`config.mk`:
```
export PLATFORM = sky130hd
export DESIGN_NAME = cpu_regfile_flat
export DESIGN_NICKNAME = d
export VERILOG_FILES = /design/src/rtl/cpu_regfile_if.sv /design/src/rtl/cpu_regfile.sv /design/src/flat_wrapper.sv
export SDC_FILE = /design/constraint.sdc
export NUM_CORES = 1
export LEC_CHECK = 0
export BUFFER_PORTS_ARGS = -buffer_cell sky130_fd_sc_hd__buf_2
export CAP_MARGIN = 10
export CELL_PAD_IN_SITES_DETAIL_PLACEMENT = 1
export CELL_PAD_IN_SITES_GLOBAL_PLACEMENT = 1
export CORE_ASPECT_RATIO = 1.4
export CORE_MARGIN = 5
export CORE_UTILIZATION = 38
export CTS_BUF_LIST = sky130_fd_sc_hd__clkbuf_8
export DETAILED_ROUTE_END_ITERATION = 8
export PLACE_DENSITY = 0.94
export SYNTH_ARGS = -nofsm -noshare
export SYNTH_HDL_FRONTEND = slang
export SYNTH_SLANG_ARGS = --single-unit
export TNS_END_PERCENT = 30
```
`constraint.sdc`:
```
create_clock -name clk -period 5.1 [get_ports clk]
set_clock_uncertainty 0.05 [all_clocks]
set_input_delay 1.02 -clock clk [delete_from_list [all_inputs] [get_ports clk]]
set_output_delay 1.02 -clock clk [all_outputs]
set_load 0.01 [all_outputs]
```
`src/rtl/cpu_regfile_if.sv`:
```
// rtl/cpu_regfile_if.sv - status register type and bus interface for the 6502 register file
package cpu_regfile_pkg;
  typedef struct packed {
    logic negative;
    logic overflow;
    logic unused;
    logic brk;
    logic decimal;
    logic irq;
    logic zero;
    logic carry;
  } statusReg_t;
endpackage

interface cpu_regfile_if;
  import cpu_regfile_pkg::*;

  logic       wrEn;
  logic [2:0] wrDest;
  logic [7:0] wrData;
  statusReg_t flagUpdt;
  logic [7:0] flagMask;
  logic [7:0] forceMask;
  logic [7:0] forceVal;
  logic [1:0] spOp;
  logic       pushBrk;
  logic       instrEnd;
  logic [7:0] regA;
  logic [7:0] regX;
  logic [7:0] regY;
  logic [7:0] regSP;
  statusReg_t status;
  logic [7:0] statusPush;
  logic       irqMask;

  modport master (
    output wrEn, wrDest, wrData, flagUpdt, flagMask, forceMask, forceVal,
           spOp, pushBrk, instrEnd,
    input  regA, regX, regY, regSP, status, statusPush, irqMask
  );

  modport slave (
    input  wrEn, wrDest, wrData, flagUpdt, flagMask, forceMask, forceVal,
           spOp, pushBrk, instrEnd,
    output regA, regX, regY, regSP, status, statusPush, irqMask
  );
endinterface

```
`src/rtl/cpu_regfile.sv`:
```
// rtl/cpu_regfile.sv - 6502 A/X/Y/SP/P write-back stage with flag masking and delayed IRQ mask
module cpu_regfile
  import cpu_regfile_pkg::*;
#(
  parameter logic [7:0] SP_RESET = 8'hFD,
  parameter logic [7:0] P_RESET  = 8'h34
) (
  input  logic          clk,
  input  logic          rst,
  cpu_regfile_if.slave  bus
);

  localparam logic [2:0] DEST_A  = 3'd0;
  localparam logic [2:0] DEST_X  = 3'd1;
  localparam logic [2:0] DEST_Y  = 3'd2;
  localparam logic [2:0] DEST_SP = 3'd3;
  localparam logic [2:0] DEST_P  = 3'd4;

  localparam logic [7:0] P_INIT = {P_RESET[7:6], 2'b10, P_RESET[3:0]};

  logic [7:0] reg_a;
  logic [7:0] reg_x;
  logic [7:0] reg_y;
  logic [7:0] reg_sp;
  logic [7:0] reg_p;
  logic       irq_mask;
  logic [7:0] p_next;
  logic [7:0] upd;

  assign upd = bus.flagUpdt;

  // Loading P (PLP/RTI) overrides all flag masking; otherwise force beats copy.
  always_comb begin
    p_next = reg_p;
    if (bus.wrEn && bus.wrDest == DEST_P) begin
      p_next = bus.wrData;
    end else begin
      for (int b = 0; b < 8; b++) begin
        if (bus.forceMask[b])
          p_next[b] = bus.forceVal[b];
        else if (bus.flagMask[b])
          p_next[b] = upd[b];
      end
    end
    p_next[5] = 1'b1;
    p_next[4] = 1'b0;
  end

  always_ff @(posedge clk or posedge rst) begin
    if (rst) begin
      reg_a    <= 8'h00;
      reg_x    <= 8'h00;
      reg_y    <= 8'h00;
      reg_sp   <= SP_RESET;
      reg_p    <= P_INIT;
      irq_mask <= 1'b1;
    end else begin
      reg_p <= p_next;
      if (bus.instrEnd)
        irq_mask <= reg_p[2];
      if (bus.wrEn && bus.wrDest == DEST_A)
        reg_a <= bus.wrData;
      if (bus.wrEn && bus.wrDest == DEST_X)
        reg_x <= bus.wrData;
      if (bus.wrEn && bus.wrDest == DEST_Y)
        reg_y <= bus.wrData;
      if (bus.wrEn && bus.wrDest == DEST_SP) begin
        reg_sp <= bus.wrData;
      end else begin
        case (bus.spOp)
          2'b01:   reg_sp <= reg_sp + 8'd1;
          2'b10:   reg_sp <= reg_sp - 8'd1;
          default: reg_sp <= reg_sp;
        endcase
      end
    end
  end

  assign bus.regA       = reg_a;
  assign bus.regX       = reg_x;
  assign bus.regY       = reg_y;
  assign bus.regSP      = reg_sp;
  assign bus.status     = statusReg_t'(reg_p);
  assign bus.statusPush = {reg_p[7:6], 1'b1, bus.pushBrk, reg_p[3:0]};
  assign bus.irqMask    = irq_mask;

endmodule
```
`src/flat_wrapper.sv`:
```
// flat-port wrapper written by rule: the top's interface ports become plain ports
module cpu_regfile_flat import cpu_regfile_pkg::*;
#(
  parameter logic [7:0] SP_RESET = 8'hFD,
  parameter logic [7:0] P_RESET  = 8'h34
)
  (clk, rst, bus_wrEn, bus_wrDest, bus_wrData, bus_flagUpdt, bus_flagMask, bus_forceMask, bus_forceVal, bus_spOp, bus_pushBrk, bus_instrEnd, bus_regA, bus_regX, bus_regY, bus_regSP, bus_status, bus_statusPush, bus_irqMask);
  cpu_regfile_if bus_i ();
  input  logic clk;
  input  logic rst;
  input wire logic [$bits(bus_i.wrEn)-1:0] bus_wrEn;
  input wire logic [$bits(bus_i.wrDest)-1:0] bus_wrDest;
  input wire logic [$bits(bus_i.wrData)-1:0] bus_wrData;
  input wire logic [$bits(bus_i.flagUpdt)-1:0] bus_flagUpdt;
  input wire logic [$bits(bus_i.flagMask)-1:0] bus_flagMask;
  input wire logic [$bits(bus_i.forceMask)-1:0] bus_forceMask;
  input wire logic [$bits(bus_i.forceVal)-1:0] bus_forceVal;
  input wire logic [$bits(bus_i.spOp)-1:0] bus_spOp;
  input wire logic [$bits(bus_i.pushBrk)-1:0] bus_pushBrk;
  input wire logic [$bits(bus_i.instrEnd)-1:0] bus_instrEnd;
  output wire logic [$bits(bus_i.regA)-1:0] bus_regA;
  output wire logic [$bits(bus_i.regX)-1:0] bus_regX;
  output wire logic [$bits(bus_i.regY)-1:0] bus_regY;
  output wire logic [$bits(bus_i.regSP)-1:0] bus_regSP;
  output wire logic [$bits(bus_i.status)-1:0] bus_status;
  output wire logic [$bits(bus_i.statusPush)-1:0] bus_statusPush;
  output wire logic [$bits(bus_i.irqMask)-1:0] bus_irqMask;
  assign bus_i.wrEn = bus_wrEn;
  assign bus_i.wrDest = bus_wrDest;
  assign bus_i.wrData = bus_wrData;
  assign bus_i.flagUpdt = bus_flagUpdt;
  assign bus_i.flagMask = bus_flagMask;
  assign bus_i.forceMask = bus_forceMask;
  assign bus_i.forceVal = bus_forceVal;
  assign bus_i.spOp = bus_spOp;
  assign bus_i.pushBrk = bus_pushBrk;
  assign bus_i.instrEnd = bus_instrEnd;
  assign bus_regA = bus_i.regA;
  assign bus_regX = bus_i.regX;
  assign bus_regY = bus_i.regY;
  assign bus_regSP = bus_i.regSP;
  assign bus_status = bus_i.status;
  assign bus_statusPush = bus_i.statusPush;
  assign bus_irqMask = bus_i.irqMask;
  cpu_regfile #(.SP_RESET(SP_RESET), .P_RESET(P_RESET)) u_core (.clk(clk), .rst(rst), .bus(bus_i));
endmodule
```
==> out/qor.yml <==
clock_tree:
  worstSkewPairLatency_ns: 0.29
  cts_hold_buffers: 0
  clk_pin_slew_ns: 0.07
  cts_inserted_buffers: 5
  cts-root-buf: "clkbuf_8"
  clockBufferDepth: 2
  h-tree-depth: 2
  clock-sinks: 39
  cts_resized: 0
  cts_tree: "done"
  cts_setup_buffers: 0
place:
  gp_congestion: 0.804
  dp.cells: 338
  hpwl_um: 4950
  portBuffers: 85
timing:
  final.min_clock_period_ns: 3.15
  slew-limit-headroom_pct: 22.7
  fin_tns_setup_ns: 0
  hold_violations: 0
  rsz0062_at_grt: "no"
  worst_pin_slew_ns: 1.14
  fmax_mhz: 317
  slew_viol_final: 0
  finalCritPeriodShare_pct: 61.9
  setup-violations-final: 0
yosys:
  netlist_top_cells_area: "dfrtp_1 35%, mux2_2 13%, dfstp_2 11%, buf_4 3.8%, mux2i_1 3.2%"
  synth_ff_type: "dfrtp_1"
  synth.avg_cell_area_um2: 10.6
  synth_common_cells: "30 x dfrtp_1, 25 x mux2_2, 13 x nand2_1, 13 x nor2_1, 12 x o21ai_0"
  yosysTopAreaCell: "dfrtp_1"
  synth_edf_count: 0
  synth-seq-cells: 39
  yosysTopAreaCellShare_pct: 34.8
  synthDistinctLibCells: 46
  yosysSeqAreaShare_pct: 45.7
  async_flop_share_pct: 100
  yosysWarnings: 0
  netlist_instances: 203
  yosysMostFrequentCell: "dfrtp_1"
  syn_area_mm2: 0.00216
run_status:
  status: "completed"
grt:
  grt_max_degree: 40
  grt_pass1_wl_um: 10300
  grt_overflow: 0
  antenna_found_initial: 0
  grt_pass1_vias: 2105
  grtUsageTotal_pct: 17.9
worst_setup_path:
  cpMostUsedCell: "ha_1"
  r2r_start: "u_core.bus.regSP[1]"
  r2r_cells: 7
  worstPathCellList: "buf_2 -> inv_1 -> ha_1 -> xor2_1 -> ha_1 -> or4_1 -> o21ai_1 -> a32oi_1 -> or3_1 -> a31oi_1"
  path_buf_inv: 2
  slowest_delay_ns: 0.59
  crit_arrival_ns: 3.32
  r2r_slack_ns: 2.89
  startpoint_type: "input port"
  cp-end-kind: "flop"
  worstSetupPathType: "in2reg"
  crit_family: "adder cells"
  crit_required_ns: 5.26
  slowest_stage: "ha_1"
  r2r_end: "u_core.bus.regSP[4]"
  cp_max_fo: 19
route:
  routed_wl_um: 6230
  drt_iter0_drc: 134
  via_count: 1869
  drtPass1Iterations: 4
  drtAntennaViolNets: 0
  wire_per_inst_um: 18.0
  drc: 0
  via_per_inst: 5.40
power_and_ir_drop:
  pwr-share-clk_pct: 17.8
  vdd_ir_drop_max_uv: 238
  leakagePower_nw: 1.23
  comb_power_share_pct: 36.3
  swShare_pct: 37.5
  netSwitchingPower_mw: 0.426
  finalPower_mw: 1.14
  pwr-share-seq_pct: 45.9
  p_int_mw: 0.711
  power_density_mw_per_mm2: 428
min_path:
  holdPathStages: 1
  holdPathEnd: "u_core.bus.regX[5]"
  hold_class: "reg2reg"
  min_from: "u_core.bus.regX[5]"
floorplanning:
  ioPinCount: 99
  fp.dieW_um: 73.7
  fp.dieH_um: 99.2
  coreArea_mm2: 0.00553
  start_util_pct: 39.1
  placementRows: 32
  dieArea_mm2: 0.00731
finish:
  final_cells: 346
  syn2layout_area_growth_pct: 23.1
  num-fill-cells: 644
  antennaDiodeCount: 0
  drive_gt1_share_pct: 48.2
  final_nets: 330
flow_run:
  drv_cap: 0
-- logic make-up (layout without fill, tap and decap cells) --
kind of cell	after synthesis	in the layout	share of synthesized area, %
fa+ha+maj	3	3	1.74
flops	39	39	45.7
simple gates	54	54	14.0
mux	32	32	16.3
other cells	2	3	0.348
compound gates	43	43	12.8
xor+xnor	6	6	2.44
buf+inv	24	98	6.67
-- cell usage in the layout, fill, tap and decap left out, types with 3 or more instances in the layout --
| master | n |
|---|---|
| a21oi_1 | 11 |
| buf_2 | 85 |
| clkbuf_8 | 5 |
| conb_1 | 3 |
| dfrtp_1 | 30 |
| dfstp_2 | 9 |
| ha_1 | 3 |
| inv_1 | 3 |
| mux2_2 | 25 |
| mux2i_1 | 7 |
| nand2_1 | 13 |
| nand2b_1 | 5 |
| nand3_1 | 3 |
| nor2_1 | 13 |
| o21ai_0 | 12 |
| o22ai_1 | 3 |
| or3_1 | 3 |
| xnor2_1 | 3 |
| xor2_1 | 3 |
-- area by class of cell --
class	instances	area (µm²)	share of cell area (%)
multi-input cells	141	1040	39.3
repair buffers	87	440	16.6
flip-flops and latches	39	987	37.2
well taps	68	85.1	3.20
inverters	3	11.3	0.424
clock buffers	5	68.8	2.59
clock inverters	3	20.0	0.754
-- power by group through the flow --
stage                     clock network (mW)  logic (mW)  registers [mW]
after detailed placement                   0       0.418           0.523
final                                  0.202       0.413           0.522
after floorplan                            0       0.261           0.517
after CTS                              0.209       0.420           0.520
after global routing                   0.223       0.457           0.536
after global placement                     0       0.396           0.510
-- worst reg2reg max path, delay by kind of cell, from the launching register on --
family	cells	cell delay [ns]
adder cells (fa/ha/maj)	1	0.28
XOR/XNOR	1	0.20
AND/OR/NAND/NOR	2	0.75
flip-flops	1	0.50
AO/OA/AOI/OAI	3	0.35
-- state kept, by name, indices dropped and copies added, names as in the netlist --
| register | cells |
|---|---|
| u_core.bus.irqMask | 1 |
| u_core.bus.regA | 8 |
| u_core.bus.regSP | 8 |
| u_core.bus.regX | 8 |
| u_core.bus.regY | 8 |
| u_core.bus.status | 6 |
-- how the worst max path moves through the flow --
stage                      from                   to  slack (ns)  cells past startpoint
global route        bus_spOp[0]  u_core.bus.regSP[4]        1.73                     10
detailed placement  bus_spOp[0]  u_core.bus.regSP[4]        1.66                     10
floorplan           bus_spOp[0]  u_core.bus.regSP[4]        2.04                     11
finish              bus_spOp[0]  u_core.bus.regSP[4]        1.95                     10
CTS                 bus_spOp[0]  u_core.bus.regSP[4]        1.94                     10
global placement    bus_spOp[0]  u_core.bus.regSP[4]        1.71                     10
-- layer usage --
layer	vias up	wire length (µm)	GRT usage [%]
met4	0	70	4.60
met3	5	411	4.95
li1	864	-	-
met1	937	2140	18.3
met5	-	0	0
met2	63	3610	34.2
-- metrics by stage --
step	utilization, %	area [µm²]	setup WS (ns)	hold WS, ns
after floorplan	-	2160	2.04	0.499
after global placement	46.5	2570	1.71	0.434
after detailed placement	46.5	2570	1.66	0.447
after CTS	48.1	2660	1.94	0.464
after global routing	48.1	2660	1.73	0.487
final	48.1	2660	1.95	0.458
(Power assumes the default switching activity.)
